**config.mk**
```make
export PLATFORM = sky130hd
export DESIGN_NAME = d1_pop_ctrl
export DESIGN_NICKNAME = d
export VERILOG_FILES = /design/src/rtl/d1_pop_ctrl.sv
export SDC_FILE = /design/constraint.sdc
export NUM_CORES = 1
export LEC_CHECK = 0
export BUFFER_PORTS_ARGS = -buffer_cell sky130_fd_sc_hd__buf_2
export CELL_PAD_IN_SITES_DETAIL_PLACEMENT = 0
export CELL_PAD_IN_SITES_GLOBAL_PLACEMENT = 2
export CORE_MARGIN = 2
export CORE_UTILIZATION = 30
export DETAILED_ROUTE_END_ITERATION = 16
export PLACE_DENSITY = 0.84
export SLEW_MARGIN = 20
export SYNTH_ARGS = -nofsm -noshare
export SYNTH_HDL_FRONTEND = slang
export SYNTH_SLANG_ARGS = --single-unit
```
**constraint.sdc**
```tcl
create_clock -name clk -period 2.3 [get_ports clk]
set_input_delay 0.345 -clock clk [delete_from_list [all_inputs] [get_ports clk]]
set_output_delay 0.345 -clock clk [all_outputs]
set_load 0.01 [all_outputs]
```
**src/rtl/d1_pop_ctrl.sv**
```systemverilog
// Drain controller downstream of the D1 FIFO: issues read strobes, captures
// the registered read data into a 2-entry buffer and presents it valid/ready.
module d1_pop_ctrl #(
    parameter int unsigned data_width = 6,
    parameter int unsigned cnt_width  = 8
) (
    input  logic                  clk,
    input  logic                  reset,
    input  logic                  init,
    input  logic                  empty_fifo_D1,
    input  logic [data_width-1:0] data_out_D1,
    input  logic                  out_ready,
    output logic                  rd_enable_D1,
    output logic                  out_valid,
    output logic [data_width-1:0] out_data,
    output logic [cnt_width-1:0]  pop_count,
    output logic                  idle
);

    typedef enum logic {
        IDLE   = 1'b0,
        ACTIVE = 1'b1
    } state_t;

    state_t                state;
    logic [1:0]            occ;
    logic                  inflight;
    logic [data_width-1:0] buf0;
    logic [data_width-1:0] buf1;

    logic                  pop;
    logic [2:0]            fill;
    logic [1:0]            occ_next;
    logic [1:0]            occ_after_pop;
    logic [data_width-1:0] buf0_next;
    logic [data_width-1:0] buf1_next;

    // Occupancy counting the word already in flight; reads stop at 2.
    assign pop           = out_valid & out_ready;
    assign fill          = 3'(occ) + 3'(inflight) - 3'(pop);
    assign occ_next      = fill[1:0];
    assign occ_after_pop = occ - 2'(pop);
    assign rd_enable_D1  = init & ~reset & ~empty_fifo_D1 & (fill < 3'd2);

    assign out_valid = (occ != 2'd0);
    assign out_data  = out_valid ? buf0 : '0;
    assign idle      = (state == IDLE);

    // Shift on pop, then write the arriving word into the first free slot.
    always_comb begin
        buf0_next = buf0;
        buf1_next = buf1;
        if (pop) begin
            buf0_next = buf1;
            buf1_next = '0;
        end
        if (inflight) begin
            if (occ_after_pop == 2'd0) begin
                buf0_next = data_out_D1;
            end else begin
                buf1_next = data_out_D1;
            end
        end
    end

    always_ff @(posedge clk) begin
        if (reset) begin
            state     <= IDLE;
            occ       <= 2'd0;
            inflight  <= 1'b0;
            buf0      <= '0;
            buf1      <= '0;
            pop_count <= '0;
        end else if (!init) begin
            // Flush everything in flight; the delivered-word count survives.
            state    <= IDLE;
            occ      <= 2'd0;
            inflight <= 1'b0;
            buf0     <= '0;
            buf1     <= '0;
        end else begin
            occ      <= occ_next;
            inflight <= rd_enable_D1;
            buf0     <= buf0_next;
            buf1     <= buf1_next;
            if (pop) begin
                pop_count <= pop_count + cnt_width'(1);
            end
            case (state)
                IDLE:    if (rd_enable_D1) state <= ACTIVE;
                ACTIVE:  if ((occ_next == 2'd0) && !rd_enable_D1) state <= IDLE;
                default: state <= IDLE;
            endcase
        end
    end

    // A word can never land in a full buffer that is not draining.
    a_no_overflow: assert property (@(posedge clk) disable iff (reset)
        !(init && inflight && (occ == 2'd2) && !pop));

endmodule

```
* Word-level counts from Yosys, hierarchy flattened
Cells that the tools add are included. W data, S select, Z words.
Word-level totals: register bits after elaboration 24, latch bits 0, RAM bits 0, ROM bits 0, bits of input ports 11, output and inout port bits 17, memories kept 0
Cells by class: add/sub/neg operators 4, multiply operators 0, div/mod/pow operators 0, magnitude comparators 1, equality and inequality tests 0, shift operators 0, multiplexer cells 10, bitwise operators 8, reduce and logical (&&, ||, !) cells 7
Operators with widths (number):
- $mux W6 | 7
- $add A8 B1 Y8 const B | 1
- $and A1 B1 Y1 | 4
- $logic_not A2 Y1 | 2
- $not A1 Y1 | 4
- $add A2 B1 Y3 | 1
- $lt A3 B2 Y1 const B | 1
- $sub A3 B1 Y3 | 1
- $mux W1 | 2
- $pmux W1 S2 | 1
- $reduce_and A2 Y1 | 1
- $reduce_bool A2 Y1 | 1
- $reduce_or A2 Y1 | 1
- $sub A2 B1 Y2 | 1
- $logic_and A1 B1 Y1 | 1
- $logic_not A1 Y1 | 1

* Logic depth before layout (Yosys ltp)
depth in word-level cells 9, depth in mapped cells 10

* Worst setup path after synthesis
OpenSTA, ideal clock, no wires.
path type register to output, start reg occ[1], end out rd_enable_D1, data arrival time 2.081 ns, data required time 1.955 ns, slack -0.126 ns, stages on the path, launching flop included 9, path buffers 2, cells stage by stage dfxtp_1 buf_4 o21a_1 buf_2 nand2b_1 nand2_1 ha_1 fa_1 nor4_1
Between the ends: cells in the longest elaborated chain, start to end 5
RTL lines:
- start: declaration | RTL line 26 | logic [1:0] occ;
- start signal: assignment | RTL line 82 | occ <= occ_next;
- parallel branches: the longest is 2 deep, another holds $add A2 B1 Y3
- $sub A3 B1 Y3 * | RTL line 40 | assign fill = 3'(occ) + 3'(inflight) - 3'(pop);
- net fill[1] | RTL line 32 | logic [2:0] fill;
- $lt A3 B2 Y1 * | RTL line 43 | assign rd_enable_D1 = init & ~reset & ~empty_fifo_D1 & (fill < 3'd2);
- $and A1 B1 Y1 * | RTL line 43
- end: declaration | RTL line 13 | output logic rd_enable_D1,
Mark *: on every way through the listed nets, which the timed path passes.

* Final worst setup path
Same ends and word-level chain as after synthesis.

==> impl_metrics.json <==
{
  "fin_skew_ps": 2.68,
  "antenna_found_initial": 0,
  "cts_buffer_depth": 2,
  "gp_congestion": 0.748,
  "critPathArrivalTime_ps": 2080,
  "critPathKind": "reg -> out",
  "ioPinCount": 28,
  "power_density_nw_per_um2": 548,
  "vdd_ir_drop_max_mv": 0.387,
  "fin_util": 0.385,
  "layout_setup_ws_ps": -128,
  "syn_area_per_cell_um2": 8.50,
  "grt_max_degree": 17,
  "vias": 988,
  "p_leak_nw": 0.519,
  "netlist-cell-type-count": 25,
  "fin_crit_sh": 1.06,
  "die_w_um": 65.6,
  "antenna_left": 0,
  "row_count": 22,
  "multiInputGateArea_um2": 619,
  "insertion_delay_ps": 260,
  "rsz0062_at_grt": "yes",
  "n_antenna_cell": 0,
  "dp_hpwl_um": 1880,
  "ys.flop_type": "dfxtp_1",
  "ff_latch_area_um2": 483,
  "ys_seq_elements": 24,
  "r2r_slack_ps": 440,
  "first_global_vias": 958,
  "synth_edf_count": 0,
  "tritoncts": "yes",
  "worstSetupStartpointType": "register",
  "end_kind": "primary output",
  "die_h_um": 65.6,
  "cts_max_level": 1,
  "wire_per_inst_um": 12.4,
  "drv_slew": 0,
  "clkSinkCount": 24,
  "initial_core_util": 0.311,
  "dr.pass1.iters": 4,
  "postSynthCellCount": 134,
  "die_area_um2": 4300,
  "core_um2": 3660,
  "slew_headroom": 0.610,
  "violations": "negative setup slack",
  "synth_warnings": 0,
  "drive_gt1_frac": 0.301,
  "grt_overflow_total": 0,
  "worst_pin_slew_ps": 583,
  "root_buffer": "clkbuf_8",
  "critPathMaxFanout": 4,
  "synth_area_um2": 1140,
  "synth_nets": 148,
  "crit-reg2reg-launch": "occ[1]$_SDFF_PP0_",
  "dp_slack_ps": -0.429,
  "final_hold_viol_count": 0,
  "drt_wl_total_um": 2630,
  "maxCapViolations": 0,
  "drc": 0,
  "startpoint": "occ[1]$_SDFF_PP0_",
  "postCtsSetupBuffers": 0,
  "vias_per_cell": 4.68,
  "fillerInstances": 379,
  "numCtsBuffers": 3,
  "outcome": "complete, but fails checks",
  "area_delta_synth_final_pct": 23.7,
  "io_buffers": 27,
  "hp-start": "empty_fifo_D1",
  "synth-seq-area-share": 0.422,
  "critPathRequiredTime_ps": 1960,
  "grt_pass1_wl_um": 4360,
  "fmax_mhz": 412,
  "clkTransAtPathRegs_ps": 80,
  "drt_iter0_drc": 24,
  "nets": 178,
  "setup_violations": 1,
  "async_flop_share": 0,
  "track_usage": 0.132,
  "min_period_ps": 2430,
  "hold_class": "in -> reg"
}
critical path, stage by stage, from the launching register on:
cell,delay [ps]
dfxtp_2,350
o21a_1,200
nand2b_1,100
nand2_1,70
ha_2,180
fa_2,480
nor4_4,270
buf_2,170
cells in the final DEF, fill, tap and decap left out:
cell	n
buf_2	27
nand2_1	23
dfxtp_1	22
nor2_1	14
nand3_1	11
a21oi_1	9
nor2b_1	7
a311oi_2	6
inv_1	5
buf_4	5
xnor2_1	4
clkbuf_8	4
o21ai_0	3
o21a_1	2
nand2b_1	2
o21ai_1	2
nor3_1	2
or3_1	2
xor2_1	2
dfxtp_2	2
nor4_4	1
o211ai_2	1
nor4_2	1
o21bai_1	1
nor4_1	1
or3b_1	1
fa_2	1
ha_2	1
ha_1	1
state kept, by name (all words and copies together) (netlist names):
signal,cells
inflight,1
occ,2
buf0,6
state,1
buf1,6
pop_count,8
kinds of logic after synthesis:
family / after synthesis / synth area share
xor gates and xnor gates: 6 / 0.0462
AOI/OAI and AO/OA: 24 / 0.171
buffers and inverters: 12 / 0.0516
adders and majority gates: 3 / 0.0396
and+or+nand+nor: 65 / 0.269
DFF: 24 / 0.422
worst paths after layout:
| check | depth (start not counted) | end |
|---|---|---|
| worst max-delay path | 7 | rd_enable_D1 |
| worst min-delay path | 2 | inflight$_SDFF_PP0_ |
| worst max register to register | 8 | state$_SDFF_PP0_ |
| worst min register to register | 2 | buf1[1]$_SDFF_PP0_ |
layer usage:
metal,wire length [um],vias to the layer above,global-route usage
met4,14,0,0.0156
met1,1200,452,0.151
met3,126,2,0.0360
li1,-,510,-
met5,0,-,0
met2,1290,24,0.249
synthesized netlist by cell type, types with 3 or more instances:
master    instances  area share
nand3_1          11       0.048
xnor2_1           4       0.031
a21oi_1           9       0.040
buf_2             5       0.022
nor2b_1           7       0.038
dfxtp_1          24        0.42
o21ai_0           3       0.013
inv_1             5       0.016
nor2_1           14       0.046
nand2_1          23       0.076
a311oi_2          6       0.079
where the power goes:
group	internal [mW]	leakage (nW)	total [mW]	switching [mW]
Clock	0.153	0.0288	0.284	0.131
Sequential	0.421	0.195	0.425	0.00413
Combinational	0.0251	0.295	0.0635	0.0384
Total	0.599	0.519	0.772	0.174
final cells by class:
type,count,area share
Clock buffer,4,0.0391
Inverter,5,0.0133
Timing Repair Buffer,32,0.123
Multi-Input combinational cell,98,0.440
Tap cell,48,0.0426
Sequential cell,24,0.343
what timing repair did:
| action | CTS | global route |
|---|---|---|
| setup endpoints to repair | 1 | 1 |
| pin swaps | 1 | 1 |
| hold buffers | 0 | 0 |
| resized for setup | 4 | 0 |
stage by stage:
step | total power [mW] | setup TNS (ps) | std cells | hold WS (ps) | cell area (um2)
after floorplan | 0.474 | 0 | 134 | 424 | 1150
after global placement | 0.497 | 0 | 207 | 454 | 1350
after detailed placement | 0.499 | -0.429 | 207 | 462 | 1350
after CTS | 0.794 | -166 | 211 | 292 | 1410
after global routing | 0.805 | -225 | 211 | 312 | 1410
final | 0.772 | -128 | 211 | 297 | 1410
Note: power is estimated with default switching activity, not from simulation.
